<file path="config.mk">
export PLATFORM = sky130hd
export DESIGN_NAME = object_mover_flat
export DESIGN_NICKNAME = d
export VERILOG_FILES = /design/src/rtl/cube_pkg.sv /design/src/rtl/object_mover_if.sv /design/src/rtl/motion_integrator.sv /design/src/rtl/object_mover.sv /design/src/flat_wrapper.sv
export SDC_FILE = /design/constraint.sdc
export NUM_CORES = 1
export LEC_CHECK = 0
export ABC_CLOCK_PERIOD_IN_PS = 10500
export BUFFER_PORTS_ARGS = -buffer_cell sky130_fd_sc_hd__buf_2
export CORE_ASPECT_RATIO = 1.1
export CORE_MARGIN = 4
export CORE_UTILIZATION = 60
export CTS_BUF_LIST = sky130_fd_sc_hd__clkbuf_8
export DETAILED_ROUTE_END_ITERATION = 12
export GPL_TIMING_DRIVEN = 0
export PLACE_DENSITY = 0.79
export SLEW_MARGIN = 20
export SYNTH_ARGS = -nofsm -noshare
export SYNTH_HDL_FRONTEND = slang
export SYNTH_HIERARCHICAL = 1
export SYNTH_SLANG_ARGS = --single-unit
</file>
<file path="constraint.sdc">
create_clock -name clock -period 10.5 [get_ports clock]
set_clock_uncertainty 0.1 [all_clocks]
set_input_delay 0.525 -clock clock [delete_from_list [all_inputs] [get_ports clock]]
set_output_delay 0.525 -clock clock [all_outputs]
set_load 0.02 [all_outputs]
</file>
<file path="src/rtl/cube_pkg.sv">
// Shared definitions for the object mover and the cube collision scanner:
// FSM encoding, scanner flag bit positions and cube world geometry.
package cube_pkg;

    typedef enum logic [1:0] {
        ST_PLAYER  = 2'd0,
        ST_SHELL   = 2'd1,
        ST_EXPLODE = 2'd2
    } mover_state_t;

    localparam int TOP_HIT   = 3;
    localparam int SUPPORT   = 2;
    localparam int LEFT_BLK  = 1;
    localparam int RIGHT_BLK = 0;

    localparam logic [17:0] CUBE_SIZE   = 18'h08000;
    localparam logic [17:0] TOP_CUBE_Y  = 18'h20000;
    localparam int          SCAN_PERIOD = 51;

    // Lower clamp for a widened velocity; the result always fits 12 bits.
    function automatic logic signed [11:0] vel_floor(
        input logic signed [12:0] v,
        input logic signed [11:0] vmin
    );
        logic signed [11:0] r;
        if (v < $signed({vmin[11], vmin})) begin
            r = vmin;
        end else begin
            r = v[11:0];
        end
        return r;
    endfunction

endpackage

</file>
<file path="src/rtl/object_mover_if.sv">
// Shared object bus between the object mover (master) and the cube scanner
// (slave): object pose and mode out, sampled collision flags back.
interface object_mover_if;
    logic [17:0] object_x;
    logic [17:0] object_y;
    logic        id;
    logic        game_state;
    logic [3:0]  object_states_in;

    modport master (
        output object_x, object_y, id, game_state,
        input  object_states_in
    );

    modport slave (
        input  object_x, object_y, id, game_state,
        output object_states_in
    );
endinterface

</file>
<file path="src/rtl/motion_integrator.sv">
// One axis of motion: optional gravity with terminal clamp, optional clip of
// upward velocity, then a saturating position add with range flags.
module motion_integrator
    import cube_pkg::*;
#(
    parameter logic signed [11:0] GRAVITY = 12'sd64,
    parameter logic signed [11:0] VY_MIN  = -12'sd1024,
    parameter logic [17:0]        POS_MAX = 18'h3FFFF
) (
    input  logic [17:0]        pos,
    input  logic signed [11:0] vel,
    input  logic               grav_en,
    input  logic               clip_up,
    output logic signed [11:0] vel_next,
    output logic [17:0]        pos_next,
    output logic               under,
    output logic               over
);

    logic signed [12:0] vel_dec_s;
    logic signed [11:0] vel_pre_s;
    logic signed [19:0] sum_s;

    // Velocity update followed by a widened add so both bounds are visible.
    always_comb begin
        vel_dec_s = $signed({vel[11], vel}) - $signed({GRAVITY[11], GRAVITY});
        if (grav_en) begin
            vel_pre_s = vel_floor(vel_dec_s, VY_MIN);
        end else begin
            vel_pre_s = vel;
        end
        if (clip_up && (vel_pre_s > 12'sd0)) begin
            vel_next = 12'sd0;
        end else begin
            vel_next = vel_pre_s;
        end
        sum_s = $signed({2'b00, pos}) + $signed({{8{vel_next[11]}}, vel_next});
        under = (sum_s < 20'sd0);
        over  = (sum_s > $signed({2'b00, POS_MAX}));
        if (under) begin
            pos_next = 18'h00000;
        end else if (over) begin
            pos_next = POS_MAX;
        end else begin
            pos_next = sum_s[17:0];
        end
    end

endmodule

</file>
<file path="src/rtl/object_mover.sv">
// Drives the shared object bus: integrates player walking/jumping once per
// frame, flies shells, and requests explosion scans on shell impact.
module object_mover
    import cube_pkg::*;
#(
    parameter logic [17:0]        STEP_X         = 18'h00400,
    parameter logic signed [11:0] GRAVITY        = 12'sd64,
    parameter logic signed [11:0] VY_MIN         = -12'sd1024,
    parameter logic signed [11:0] JUMP_VY        = 12'sd1536,
    parameter logic signed [11:0] SHELL_VX       = 12'sd768,
    parameter logic signed [11:0] SHELL_VY       = 12'sd1024,
    parameter logic [17:0]        X_MAX          = 18'h3FFFF,
    parameter logic [17:0]        PLAYER_X0      = 18'h04000,
    parameter logic [17:0]        PLAYER_Y0      = 18'h4A800,
    parameter logic [7:0]         EXPLODE_CYCLES = 8'd102
) (
    input  logic          clock,
    input  logic          rst_n,
    input  logic          frame_tick,
    input  logic          move_left,
    input  logic          move_right,
    input  logic          jump,
    input  logic          fire,
    object_mover_if.master bus,
    output logic          busy
);

    localparam logic signed [11:0] STEP_V = $signed({1'b0, STEP_X[10:0]});

    mover_state_t       state_r, state_nxt_s;
    logic [17:0]        x_r, x_nxt_s, y_r, y_nxt_s;
    logic [17:0]        shadow_x_r, shadow_x_nxt_s, shadow_y_r, shadow_y_nxt_s;
    logic signed [11:0] vy_r, vy_nxt_s, svx_r, svx_nxt_s, svy_r, svy_nxt_s;
    logic               facing_r, facing_nxt_s, settle_r, settle_nxt_s;
    logic               id_r, id_nxt_s, game_state_r, game_state_nxt_s;
    logic               busy_r, busy_nxt_s;
    logic [7:0]         cnt_r, cnt_nxt_s;

    logic [3:0]         flags_s;
    logic               right_go_s, left_go_s;
    logic signed [11:0] xv_s, yv_s, x_vel_unused_s, y_vel_s;
    logic               ygrav_s, yclip_s;
    logic [17:0]        x_pos_s, y_pos_s;
    logic               x_under_s, x_over_s, y_under_s, y_over_unused_s;

    // Flags sampled right after an id change describe the previous object.
    assign flags_s    = settle_r ? 4'b0000 : bus.object_states_in;
    assign right_go_s = move_right & ~move_left & ~flags_s[RIGHT_BLK];
    assign left_go_s  = move_left & ~move_right & ~flags_s[LEFT_BLK];

    // Axis inputs: shell ballistics in flight, player controls otherwise.
    always_comb begin
        case (state_r)
            ST_SHELL: begin
                xv_s    = svx_r;
                yv_s    = svy_r;
                ygrav_s = 1'b1;
                yclip_s = 1'b0;
            end
            default: begin
                if (right_go_s) begin
                    xv_s = STEP_V;
                end else if (left_go_s) begin
                    xv_s = -STEP_V;
                end else begin
                    xv_s = 12'sd0;
                end
                if (flags_s[SUPPORT]) begin
                    yv_s = jump ? JUMP_VY : 12'sd0;
                end else begin
                    yv_s = vy_r;
                end
                ygrav_s = ~flags_s[SUPPORT];
                yclip_s = flags_s[TOP_HIT];
            end
        endcase
    end

    motion_integrator #(
        .GRAVITY (GRAVITY),
        .VY_MIN  (VY_MIN),
        .POS_MAX (X_MAX)
    ) u_x_axis (
        .pos      (x_r),
        .vel      (xv_s),
        .grav_en  (1'b0),
        .clip_up  (1'b0),
        .vel_next (x_vel_unused_s),
        .pos_next (x_pos_s),
        .under    (x_under_s),
        .over     (x_over_s)
    );

    motion_integrator #(
        .GRAVITY (GRAVITY),
        .VY_MIN  (VY_MIN),
        .POS_MAX (18'h3FFFF)
    ) u_y_axis (
        .pos      (y_r),
        .vel      (yv_s),
        .grav_en  (ygrav_s),
        .clip_up  (yclip_s),
        .vel_next (y_vel_s),
        .pos_next (y_pos_s),
        .under    (y_under_s),
        .over     (y_over_unused_s)
    );

    // Next-state and register updates for the player/shell/explode sequence.
    always_comb begin
        state_nxt_s      = state_r;
        x_nxt_s          = x_r;
        y_nxt_s          = y_r;
        shadow_x_nxt_s   = shadow_x_r;
        shadow_y_nxt_s   = shadow_y_r;
        vy_nxt_s         = vy_r;
        svx_nxt_s        = svx_r;
        svy_nxt_s        = svy_r;
        facing_nxt_s     = facing_r;
        settle_nxt_s     = settle_r;
        id_nxt_s         = id_r;
        game_state_nxt_s = game_state_r;
        busy_nxt_s       = busy_r;
        cnt_nxt_s        = cnt_r;
        case (state_r)
            ST_PLAYER: begin
                if (fire) begin
                    shadow_x_nxt_s = x_r;
                    shadow_y_nxt_s = y_r;
                    svx_nxt_s      = facing_r ? SHELL_VX : -SHELL_VX;
                    svy_nxt_s      = SHELL_VY;
                    id_nxt_s       = 1'b0;
                    busy_nxt_s     = 1'b1;
                    settle_nxt_s   = 1'b1;
                    state_nxt_s    = ST_SHELL;
                end else if (frame_tick) begin
                    x_nxt_s      = x_pos_s;
                    y_nxt_s      = y_pos_s;
                    vy_nxt_s     = y_vel_s;
                    settle_nxt_s = 1'b0;
                    if (right_go_s) begin
                        facing_nxt_s = 1'b1;
                    end else if (left_go_s) begin
                        facing_nxt_s = 1'b0;
                    end else begin
                        facing_nxt_s = facing_r;
                    end
                end else begin
                    state_nxt_s = ST_PLAYER;
                end
            end
            ST_SHELL: begin
                if (frame_tick) begin
                    settle_nxt_s = 1'b0;
                    if (|flags_s) begin
                        game_state_nxt_s = 1'b1;
                        cnt_nxt_s        = 8'd0;
                        state_nxt_s      = ST_EXPLODE;
                    end else if (x_under_s || x_over_s || y_under_s) begin
                        x_nxt_s      = shadow_x_r;
                        y_nxt_s      = shadow_y_r;
                        id_nxt_s     = 1'b1;
                        busy_nxt_s   = 1'b0;
                        settle_nxt_s = 1'b1;
                        state_nxt_s  = ST_PLAYER;
                    end else begin
                        x_nxt_s   = x_pos_s;
                        y_nxt_s   = y_pos_s;
                        svy_nxt_s = y_vel_s;
                    end
                end else begin
                    state_nxt_s = ST_SHELL;
                end
            end
            ST_EXPLODE: begin
                if (cnt_r == (EXPLODE_CYCLES - 8'd1)) begin
                    game_state_nxt_s = 1'b0;
                    x_nxt_s          = shadow_x_r;
                    y_nxt_s          = shadow_y_r;
                    id_nxt_s         = 1'b1;
                    busy_nxt_s       = 1'b0;
                    settle_nxt_s     = 1'b1;
                    cnt_nxt_s        = 8'd0;
                    state_nxt_s      = ST_PLAYER;
                end else begin
                    cnt_nxt_s = cnt_r + 8'd1;
                end
            end
            default: begin
                state_nxt_s = ST_PLAYER;
            end
        endcase
    end

    // State register bank; reset restores the player at its spawn point.
    always_ff @(posedge clock or negedge rst_n) begin
        if (!rst_n) begin
            state_r      <= ST_PLAYER;
            x_r          <= PLAYER_X0;
            y_r          <= PLAYER_Y0;
            shadow_x_r   <= PLAYER_X0;
            shadow_y_r   <= PLAYER_Y0;
            vy_r         <= 12'sd0;
            svx_r        <= 12'sd0;
            svy_r        <= 12'sd0;
            facing_r     <= 1'b1;
            settle_r     <= 1'b1;
            id_r         <= 1'b1;
            game_state_r <= 1'b0;
            busy_r       <= 1'b0;
            cnt_r        <= 8'd0;
        end else begin
            state_r      <= state_nxt_s;
            x_r          <= x_nxt_s;
            y_r          <= y_nxt_s;
            shadow_x_r   <= shadow_x_nxt_s;
            shadow_y_r   <= shadow_y_nxt_s;
            vy_r         <= vy_nxt_s;
            svx_r        <= svx_nxt_s;
            svy_r        <= svy_nxt_s;
            facing_r     <= facing_nxt_s;
            settle_r     <= settle_nxt_s;
            id_r         <= id_nxt_s;
            game_state_r <= game_state_nxt_s;
            busy_r       <= busy_nxt_s;
            cnt_r        <= cnt_nxt_s;
        end
    end

    assign bus.object_x   = x_r;
    assign bus.object_y   = y_r;
    assign bus.id         = id_r;
    assign bus.game_state = game_state_r;
    assign busy           = busy_r;

endmodule

</file>
<file path="src/flat_wrapper.sv">
// flat-port wrapper written by rule: the top's interface ports become plain ports
module object_mover_flat import cube_pkg::*;
#(
    parameter logic [17:0]        STEP_X         = 18'h00400,
    parameter logic signed [11:0] GRAVITY        = 12'sd64,
    parameter logic signed [11:0] VY_MIN         = -12'sd1024,
    parameter logic signed [11:0] JUMP_VY        = 12'sd1536,
    parameter logic signed [11:0] SHELL_VX       = 12'sd768,
    parameter logic signed [11:0] SHELL_VY       = 12'sd1024,
    parameter logic [17:0]        X_MAX          = 18'h3FFFF,
    parameter logic [17:0]        PLAYER_X0      = 18'h04000,
    parameter logic [17:0]        PLAYER_Y0      = 18'h4A800,
    parameter logic [7:0]         EXPLODE_CYCLES = 8'd102
)
  (clock, rst_n, frame_tick, move_left, move_right, jump, fire, busy, bus_object_x, bus_object_y, bus_id, bus_game_state, bus_object_states_in);
  object_mover_if bus_i ();
  input  logic clock;
  input  logic rst_n;
  input  logic frame_tick;
  input  logic move_left;
  input  logic move_right;
  input  logic jump;
  input  logic fire;
  output logic busy;
  output wire logic [$bits(bus_i.object_x)-1:0] bus_object_x;
  output wire logic [$bits(bus_i.object_y)-1:0] bus_object_y;
  output wire logic [$bits(bus_i.id)-1:0] bus_id;
  output wire logic [$bits(bus_i.game_state)-1:0] bus_game_state;
  input wire logic [$bits(bus_i.object_states_in)-1:0] bus_object_states_in;
  assign bus_object_x = bus_i.object_x;
  assign bus_object_y = bus_i.object_y;
  assign bus_id = bus_i.id;
  assign bus_game_state = bus_i.game_state;
  assign bus_i.object_states_in = bus_object_states_in;
  object_mover #(.STEP_X(STEP_X), .GRAVITY(GRAVITY), .VY_MIN(VY_MIN), .JUMP_VY(JUMP_VY), .SHELL_VX(SHELL_VX), .SHELL_VY(SHELL_VY), .X_MAX(X_MAX), .PLAYER_X0(PLAYER_X0), .PLAYER_Y0(PLAYER_Y0), .EXPLODE_CYCLES(EXPLODE_CYCLES)) u_core (.clock(clock), .rst_n(rst_n), .frame_tick(frame_tick), .move_left(move_left), .move_right(move_right), .jump(jump), .fire(fire), .bus(bus_i), .busy(busy));
endmodule
</file>
## After elaboration in Yosys (flattened, before gate mapping)

Index checks and enable logic that the tools add are counted.
Widths: inputs -> output; s select.

- $add $sub $neg: 4
- Order comparisons: 6
- Equal/unequal tests: 15
- Mux-type cells: 70
- Bitwise logic cells: 10
- Reductions and logical operators: 19

Operator list:

| operator | number |
|---|---|
| $mux 18 | 16 |
| $mux 12 | 13 |
| $pmux 18 s3 | 2 |
| $add 19x12->20 | 2 |
| $gt 20x19->1 const B | 2 |
| $lt 20x1->1 const B | 2 |
| $mux 8 | 3 |
| $pmux 12 s2 | 1 |
| $mux 1 | 21 |
| $pmux 8 s2 | 1 |
| $lt 13x11->1 const B | 1 |
| $sub 12x8->13 const B | 1 |
| $gt 12x1->1 const B | 1 |
| $mux 2 | 6 |
| $ne 2x2->1 const B | 6 |
| $reduce_and 4->1 | 3 |
| $reduce_and 6->1 | 2 |
| $mux 11 | 1 |
| $pmux 1 s3 | 3 |
| $reduce_and 3->1 | 3 |
| $add 8x1->8 const B | 1 |
| $eq 8x7->1 const B | 1 |
| $ne 2x1->1 const B | 3 |
| $ne 3x3->1 const B | 2 |
| other kinds (16) | 27 |

- Register bits: 123
- Input bits: 11
- Output and inout bits: 39

## Longest topological paths before layout

Gate-level depths: netlist of the first run.

- Word-level depth: 18
- Mapped depth: 26

## Hierarchy

The synthesis of the first run kept the hierarchy.

By module, submodules not included:

| module | instances | cells each | area each (sq um) | sequential area each (sq um) |
|---|---|---|---|---|
| object_mover | 1 | 395 | 5313.8 | 2866.5 |
| motion_integrator (u_core.u_x_axis) | 1 | 260 | 1697.9 | 0.0 |
| motion_integrator (u_core.u_y_axis) | 1 | 212 | 1436.4 | 0.0 |

## Worst setup path after synthesis of the first run

No wires, ideal clock.

- Kind: flip-flop to flip-flop
- From: register u_core.settle_r
- To: register u_core.x_r[1], in the netlist u_core/bus.object_x[1]
- Data arrival time: 5.719 ns
- Setup slack: 4.616 ns
- Stages on the path, launching flop included: 26
- Buffers on the path: 4
- Period minus slack after synthesis: 5.884 ns
- Cell sequence: dfstp_2 -> clkbuf_1 -> inv_1 -> a21oi_1 -> a22o_1 -> inv_1 -> ha_1 -> or3b_1 -> o22ai_2 -> a21oi_2 -> a311oi_1 -> o21ai_2 -> nor2_1 -> ha_1 -> buf_2 -> o211ai_1 -> o211ai_1 -> a41oi_1 -> o31a_1 -> xnor2_1 -> buf_2 -> or3_1 -> o21ai_1 -> buf_2 -> a22o_1 -> mux2_4

- Word-level cells in the longest chain between the ends: 17
- Elaborated cells between the ends (all ways): 38
- Those cells by class: add/sub: 3; order compare: 5; eq/ne: 1; mux: 19; bitwise: 5; reduce/logical: 5

RTL lines:

| what | RTL line | RTL |
|---|---|---|
| start: declaration | object_mover.sv:34 | `logic facing_r, facing_nxt_s, settle_r, settle_nxt_s;` |
| start signal: assignment | object_mover.sv:222 | `settle_r <= settle_nxt_s;` |
| $mux 4 (*) | object_mover.sv:47 | `assign flags_s = settle_r ? 4'b0000 : bus.object_states_in;` |
| $mux 12 (*) | object_mover.sv:68 | `if (flags_s[SUPPORT]) begin` |
| $mux 12 (*) | object_mover.sv:53 | `case (state_r)` |
| named net u_core.yv_s[6] | object_mover.sv:41 | `logic signed [11:0] xv_s, yv_s, x_vel_unused_s, y_vel_s;` |
| $sub 12x8->13 | motion_integrator.sv:26 | `vel_dec_s = $signed({vel[11], vel}) - $signed({GRAVITY[11], GRAVITY});` |
| $lt 13x11->1 | cube_pkg.sv:26 | `if (v < $signed({vmin[11], vmin})) begin` |
| $mux 12 | cube_pkg.sv:26 |  |
| $mux 12 (*) | motion_integrator.sv:27 | `if (grav_en) begin` |
| [... 3 more ...] | n/a |  |
| named net u_core.y_vel_s[2] | object_mover.sv:41 |  |
| $add 19x12->20 (*) | motion_integrator.sv:37 | `sum_s = $signed({2'b00, pos}) + $signed({{8{vel_next[11]}}, vel_next});` |
| $lt 20x1->1 (*) | motion_integrator.sv:38 | `under = (sum_s < 20'sd0);` |
| named net u_core.y_under_s | object_mover.sv:44 | `logic x_under_s, x_over_s, y_under_s, y_over_unused_s;` |
| $logic_or 1x1->1 (*) | object_mover.sv:159 | `end else if (x_under_s \|\| x_over_s \|\| y_under_s) begin` |
| $mux 18 (*) | object_mover.sv:159 |  |
| $mux 18 (*) | object_mover.sv:155 | `if (\|flags_s) begin` |
| $mux 18 (*) | object_mover.sv:153 | `if (frame_tick) begin` |
| $pmux 18 s3 (*) | object_mover.sv:125 | `case (state_r)` |
| end signal: assignment | object_mover.sv:214 | `x_r <= x_nxt_s;` |
| end: declaration | object_mover.sv:31 | `logic [17:0] x_r, x_nxt_s, y_r, y_nxt_s;` |

Mark *: on every way through the listed nets, which the timed path passes. The rest lies on a longest branch. The select of a mux whose other input is x is not followed.
A chain may end at the register's enable or synchronous reset.

## Worst setup path in the final report of the first run

- From: register u_core.settle_r
- To: register u_core.x_r[12], in the netlist u_core/bus.object_x[12]

Same word-level chain as after synthesis.

==> results of run 1 <==
per-stage QoR:
stage                     hold WS, ps  worst slack, ps  utilization (%)
after detailed placement          353             3050             65.6
after global routing              156             2470             69.2
after CTS                         154             2990             69.2
after global placement            341             3220             65.4
final                             177             2860             69.2
after floorplan                   129             4630                -
final timing paths:
check | cells after the start | endpoint | from
worst max-delay path | 24 | u_core/bus.object_x[12] | u_core/settle_r
worst min-delay path | 2 | u_core/facing_r | move_left
max in group asynchronous | 3 | u_core/bus.object_y[13] | rst_n
worst max register to register | 24 | u_core/bus.object_x[12] | u_core/settle_r
min in group asynchronous | 2 | u_core/cnt_r[4] | rst_n
worst min register to register | 1 | u_core/svx_r[8] | u_core/svx_r[8]
worst max-delay path, cell delays in order (launching register included):
cell      delay [ps]
dfstp_2          520
clkbuf_1         310
inv_1            230
a21oi_1          770
a22o_1           320
inv_1             90
ha_1             220
nor3b_1          150
o21ai_0          190
a32oi_1          100
o311ai_1         410
o21ai_2          220
nor2_1           360
ha_1             330
a211oi_1         300
o211ai_1         130
a41oi_1          470
o31a_1           230
xnor2_1           80
buf_2            240
or3_1            430
o21ai_1          670
buf_2            390
a22o_1           180
mux2_4           140
registers in the layout, summed over array words and instances, names as in the netlist:
| register | cells |
|---|---|
| u_core/bus.id | 1 |
| u_core/busy | 1 |
| u_core/bus.object_y | 18 |
| u_core/shadow_y_r | 18 |
| u_core/state_r | 2 |
| u_core/svy_r | 12 |
| u_core/bus.game_state | 1 |
| u_core/shadow_x_r | 18 |
| u_core/settle_r | 1 |
| u_core/cnt_r | 8 |
| u_core/facing_r | 1 |
| u_core/vy_r | 12 |
| u_core/bus.object_x | 18 |
| u_core/svx_r | 3 |
area by class of cell:
| type | count | area share (%) |
|---|---|---|
| Clock inverter | 13 | 2.52 |
| Timing Repair Buffer | 51 | 3.03 |
| Buffer | 36 | 1.97 |
| Sequential cell | 114 | 30.0 |
| Inverter | 49 | 1.93 |
| Multi-Input combinational cell | 692 | 55.5 |
| Tap cell | 188 | 2.46 |
| Clock buffer | 18 | 2.59 |
metal layers:
layer / share of wire [%] / GRT usage [%] / vias up / wire length [um]
li1: - / - / 3435 / -
met1: 46 / 36.9 / 3508 / 9450
met2: 47 / 42.0 / 229 / 9680
met3: 5.6 / 5.92 / 31 / 1170
met4: 1.9 / 8.44 / 0 / 389
met5: 0 / 0 / - / 0
timing repair:
item / CTS / global route
hold buffers: 1 / 0
resized for setup: 0 / 0
endpoints found under the hold margin: 49 / 0
==> results.sh, run 1 <==
export IMPL_fill_cells=1099
export IMPL_fp_row_count=45
export IMPL_vias_per_cell=6.20
export IMPL_max_slew_margin_rel_pct=37.0
export IMPL_multi_input_area_um2=5300
export IMPL_grt_overflow=0
export IMPL_critPathRequiredTime_ps=10780
export IMPL_maxCapViolCount=0
export IMPL_place_area_um2=9050
export IMPL_drv_slew=0
export IMPL_min_period_ps=7640
export IMPL_clk_pin_slew_ps=70
export IMPL_hp_class="in -> reg"
export IMPL_cts_tree="done"
export IMPL_clockBufferDepth=2
export IMPL_grt_pass1_vias=6994
export IMPL_ios=50
export IMPL_reg2reg_slack_ps=2860
export IMPL_area_growth_synth_to_final_pct=13.1
export IMPL_globalRouteTotalUtil_pct=26.7
export IMPL_drcViolationCount=0
export IMPL_initial_core_util_pct=61.2
export IMPL_placeableCoreArea_um2=13800
export IMPL_num_antenna_cells=0
export IMPL_insertion_delay_ps=440
export IMPL_seq_area_um2=2870
export IMPL_cts_sinks=114
export IMPL_first_iter_violations=497
export IMPL_routed_wl_um=20700
export IMPL_design_area_um2=9550
export IMPL_final_cell_mix="dfrtp_1, a21oi_1, buf_2"
export IMPL_dieArea_um2=16000
export IMPL_layout_commonest_cell="dfrtp_1"
export IMPL_outcome="finished, final reports clean"
export IMPL_grt_first_pass_wirelength_um=34900
export IMPL_post_cts_setup_buffer_count=0
export IMPL_clockRootBuffer="clkbuf_8"
export IMPL_setup_tns_ps=0
export IMPL_synthCells=866
export IMPL_worst_pin_slew_ps=938
export IMPL_netlist_area_um2=8440
export IMPL_final_antenna_net_count=0
export IMPL_fmax_mhz=131
export IMPL_cts_made_buffers=17
export IMPL_fp_dieH_um=132
export IMPL_wire_per_inst_um=17.8
export IMPL_critPathKind="reg -> reg"
export IMPL_fp_dieW_um=121
export IMPL_place_congestion=0.975
export IMPL_finalNetCount=1020
export IMPL_setup_viol=0
export IMPL_critPathArrivalTime_ps=7930
export IMPL_dp_hpwl_um=15000
export IMPL_drive_above_1_share_pct=24.0
export IMPL_fin_cells=1161
export IMPL_worst_setup_path_end_kind="flop"
export IMPL_drtPass1Iterations=5
export IMPL_worstPathMaxFanout=11
export IMPL_rsz0062_at_grt="false"
export IMPL_cp_start_kind="flop"
export IMPL_hold_viol=0
export IMPL_h_tree_depth=4
export IMPL_avgSynthCellArea_um2=9.75
export IMPL_io_buffers=49
export IMPL_dp_cells=1129
export IMPL_timing_final_crit_share_pct=72.8
export IMPL_grt_max_degree=64
export IMPL_yosys_warnings=6
export IMPL_num_vias=7203
export IMPL_grt_antenna_before_repair=0
Power of run 1 is not shown: default switching activity piles up to over one toggle a cycle in this logic, so the estimate is an artifact.
==> run 2: changes to the inputs <==
Settings changed: ABC_AREA from default to 1, ABC_CLOCK_PERIOD_IN_PS 10500 to 7600.
Clock period 10.5 ns to 7.6 ns, I/O delays scaled along.
==> results.sh, run 2 <==
export IMPL_setup_ws_ps=757
export IMPL_dp_hpwl_um=17300
export IMPL_place_area_um2=9360
export IMPL_fp_row_count=46
export IMPL_cts_tree="done"
export IMPL_drcViolationCount=0
export IMPL_cp_startpoint="u_core/state_r[1]"
export IMPL_place_congestion=0.920
export IMPL_critPathSlowestCell="clkbuf_1"
export IMPL_routed_wl_um=22700
export IMPL_timing_final_crit_share_pct=90.0
export IMPL_fmax_mhz=146
export IMPL_synthCells=1266
export IMPL_initial_core_util_pct=60.9
export IMPL_max_slew_margin_rel_pct=57.5
export IMPL_design_area_um2=9740
export IMPL_netlist_area_um2=8760
export IMPL_worst_setup_path_end_kind="flop"
export IMPL_setup_tns_ps=0
export IMPL_globalRouteTotalUtil_pct=28.6
export IMPL_grt_overflow=0
export IMPL_hold_viol=0
export IMPL_cpPeakStageDelay_ps=550
export IMPL_rsz0062_at_grt="false"
export IMPL_fp_dieW_um=123
export IMPL_fp_dieH_um=135
export IMPL_hp_class="in -> reg"
export IMPL_path_common_cell="nand2_1"
export IMPL_cp_start_kind="flop"
export IMPL_final_antenna_net_count=0
export IMPL_cts_sinks=114
export IMPL_clockRootBuffer="clkbuf_8"
export IMPL_h_tree_depth=4
export IMPL_yosys_warnings=6
export IMPL_r2r_start="u_core/state_r[1]"
export IMPL_first_iter_violations=763
export IMPL_finalNetCount=1416
export IMPL_min_period_ps=6840
export IMPL_clockBufferDepth=2
export IMPL_outcome="finished, final reports clean"
export IMPL_post_route_util_pct=67.7
export IMPL_setup_viol=0
export IMPL_critPathArrivalTime_ps=7100
export IMPL_layout_commonest_cell="nand2_1"
export IMPL_worstPathMaxFanout=14
export IMPL_grt_antenna_before_repair=0
export IMPL_wire_per_inst_um=14.6
export IMPL_post_cts_setup_buffer_count=0
export IMPL_grt_first_pass_wirelength_um=38100
export IMPL_maxCapViolCount=0
export IMPL_grt_pass1_vias=8097
export IMPL_avgSynthCellArea_um2=6.92
export IMPL_grt_max_degree=76
export IMPL_critPathKind="reg -> reg"
export IMPL_insertion_delay_ps=440
export IMPL_area_growth_synth_to_final_pct=11.2
export IMPL_dp_worst_setup_slack_ps=904
export IMPL_num_vias=8516
export IMPL_min_from="fire"
export IMPL_io_buffers=49
export IMPL_clk_pin_slew_ps=60
export IMPL_vias_per_cell=5.45
export IMPL_critPathRequiredTime_ps=7850
export IMPL_final_cell_mix="nand2_1, inv_1, dfrtp_1"
export IMPL_placeableCoreArea_um2=14400
export IMPL_drv_slew=0
export IMPL_worst_pin_slew_ps=637
export IMPL_cts_made_buffers=17
export IMPL_drtPass1Iterations=6
export IMPL_num_antenna_cells=0
export IMPL_dieArea_um2=16600
export IMPL_drive_above_1_share_pct=13.9
export IMPL_ios=50
run 2: layout make-up:
type,count,area [um^2]
Buffer,48,298
Inverter,147,552
Multi-Input combinational cell,978,5130
Sequential cell,114,2870
Clock inverter,10,68.8
Tap cell,192,240
Clock buffer,22,303
Fill cell,1324,4640
Timing Repair Buffer,51,289
run 2: metrics by stage:
stage	cells	hold slack [ps]
after floorplan	1287	-15.6
after global placement	1528	352
after detailed placement	1529	219
after CTS	1562	146
after global routing	1562	195
final	1562	178
run 2: repair_timing:
action,4_1_cts,5_1_grt
hold endpoints to repair,37,0
hold buffers,1,0
resized for setup,0,0
run 2: final timing paths:
| check | end | slack, ps | cells past startpoint |
|---|---|---|---|
| max in group asynchronous | u_core/shadow_y_r[11] | 6340 | 3 |
| max | u_core/bus.object_y[10] | 760 | 34 |
| min | u_core/settle_r | 180 | 5 |
| min reg2reg | u_core/bus.game_state | 380 | 2 |
| max reg2reg | u_core/bus.object_y[10] | 760 | 34 |
| min in group asynchronous | u_core/svy_r[11] | 320 | 2 |
run 2: routing by layer:
layer	track usage, %	share of wire (%)	vias to the layer above
met1	38.9	45	3969
met3	3.73	4.8	50
met2	46.2	47	236
li1	-	-	4261
met5	0	0	-
met4	11.3	2.8	0
run 2: worst max-delay path: cells and delay by family (launching register included):
kind,cells,cell delay [ps]
AO/OA/AOI/OAI,6,1340
flip-flops,1,410
adder cells (fa/ha/maj),3,850
buffers and inverters,9,2250
AND/OR/NAND/NOR,16,1800
Power of run 2 is left out for the same reason.
==> run 3: changes to the inputs <==
Settings changed: ABC_AREA 1 to default.
==> results.sh, run 3 (synthesis gave the netlist of run 1 again) <==
export IMPL_area_growth_synth_to_final_pct=13.2
export IMPL_first_iter_violations=488
export IMPL_routed_wl_um=20700
export IMPL_dieArea_um2=16000
export IMPL_fp_row_count=45
export IMPL_holdWs_ps=33.2
export IMPL_critPathRequiredTime_ps=7880
export IMPL_cts_tree="done"
export IMPL_globalRouteTotalUtil_pct=26.7
export IMPL_insertion_delay_ps=440
export IMPL_drv_slew=0
export IMPL_critPathArrivalTime_ps=7330
export IMPL_setup_viol=0
export IMPL_clk_pin_slew_ps=70
export IMPL_worst_pin_slew_ps=965
export IMPL_initial_core_util_pct=61.2
export IMPL_wire_per_inst_um=17.9
export IMPL_io_buffers=49
export IMPL_cp_start_kind="flop"
export IMPL_maxCapViolCount=0
export IMPL_h_tree_depth=4
export IMPL_cts_sinks=114
export IMPL_dp_hpwl_um=15000
export IMPL_place_area_um2=9050
export IMPL_worst_setup_path_end_kind="flop"
export IMPL_critPathKind="reg -> reg"
export IMPL_clockBufferDepth=2
export IMPL_grt_max_degree=64
export IMPL_drive_above_1_share_pct=24.4
export IMPL_num_vias=7199
export IMPL_fmax_mhz=142
export IMPL_hold_viol=0
export IMPL_clockRootBuffer="clkbuf_8"
export IMPL_grt_first_pass_wirelength_um=34900
export IMPL_cp_cell_sequence="clkbuf_1 > inv_1 > a21oi_2 > a22o_1 > inv_1 > ha_1 > nor3b_1 > o21ai_0 > a32oi_1 > o311ai_1 > o21ai_2 > nor2_1 > ha_1 > a211oi_1 > o211ai_1 > a41oi_1 > o31a_1 > xnor2_1 > buf_2 > or3_1 > o21ai_2 > buf_2 > a22o_1 > mux2_4"
export IMPL_cpPeakStageDelay_ps=520
export IMPL_num_antenna_cells=0
export IMPL_placeableCoreArea_um2=13800
export IMPL_grt_overflow=0
export IMPL_setup_tns_ps=0
export IMPL_fill_cells=1096
export IMPL_layout_commonest_cell="dfrtp_1"
export IMPL_ios=50
export IMPL_finalNetCount=1020
export IMPL_post_cts_setup_buffer_count=0
export IMPL_timing_final_crit_share_pct=92.6
export IMPL_fp_dieW_um=121
export IMPL_worstPathMaxFanout=11
export IMPL_design_area_um2=9560
export IMPL_final_antenna_net_count=0
export IMPL_hp_class="in -> reg"
export IMPL_drtPass1Iterations=5
export IMPL_vias_per_cell=6.20
export IMPL_grt_antenna_before_repair=0
export IMPL_critPathSlowestCell="dfstp_2"
export IMPL_rsz0062_at_grt="false"
export IMPL_min_period_ps=7040
export IMPL_outcome="finished, final reports clean"
export IMPL_final_cell_mix="dfrtp_1, a21oi_1, buf_2"
export IMPL_cts_made_buffers=17
export IMPL_drcViolationCount=0
export IMPL_place_congestion=0.975
export IMPL_max_slew_margin_rel_pct=35.2
export IMPL_grt_pass1_vias=6994
export IMPL_fp_dieH_um=132
[run 3: cell count changes in the layout (fill, tap and decap cells not counted), sizes merged, moves of 12 or more]
cell and change:
buf -15, nor2 -25, a22o +57, a211oi +19
nand2 -372, nand3 -93, inv -101, mux2 +74
o211ai +12, o21ai -78
[run 3: what timing repair did]
item | 4_1_cts | 5_1_grt
hold endpoints to repair | 49 | 0
hold buffers | 1 | 0
setup endpoints to repair | 0 | 36
gates resized for setup | 0 | 3
[run 3: cell type report]
type	instances	area [um^2]	share of cell area, %
clock inverters	13	240	2.51
repair buffers	51	289	3.02
flip-flops and latches	114	2870	30.0
multi-input cells	692	5310	55.5
clock buffers	18	248	2.59
plain buffers	36	188	1.96
inverters	49	184	1.92
well taps	188	235	2.46
[run 3: metal layers]
metal	GRT usage, %	routed length [um]
met1	36.9	9470
met2	42.0	9680
met3	5.92	1170
met4	8.44	399
met5	0	0
[run 3: path summary, 6_finish.rpt]
kind                            startpoint                      end  slack (ps)  depth (start not counted)
min in group asynchronous            rst_n          u_core/cnt_r[4]         370                          2
max in group asynchronous            rst_n  u_core/bus.object_y[13]        6300                          3
hold / removal                   move_left          u_core/facing_r          30                          2
setup / recovery           u_core/settle_r  u_core/bus.object_x[12]         560                         24
hold reg to reg            u_core/svx_r[8]          u_core/svx_r[8]         370                          1
setup reg to reg           u_core/settle_r  u_core/bus.object_x[12]         560                         24
[run 3: through the flow]
stage	cells	setup slack [ps]	utilization, %
floorplan	891	1730	-
global placement	1128	320	65.4
detailed placement	1129	152	65.6
CTS	1161	93.9	69.2
global route	1161	84.7	69.3
finish	1161	559	69.3
[run 3: critical path: cells and delay by family, from the launching register on]
family / cells / cell delay (ps)
AO/OA/AOI/OAI: 12 / 3390
XOR/XNOR: 1 / 80
flip-flops: 1 / 520
multiplexers: 1 / 140
buffers and inverters: 5 / 1230
AND/OR/NAND/NOR: 3 / 950
adder cells (fa/ha/maj): 2 / 560
Power of run 3 is left out for the same reason.
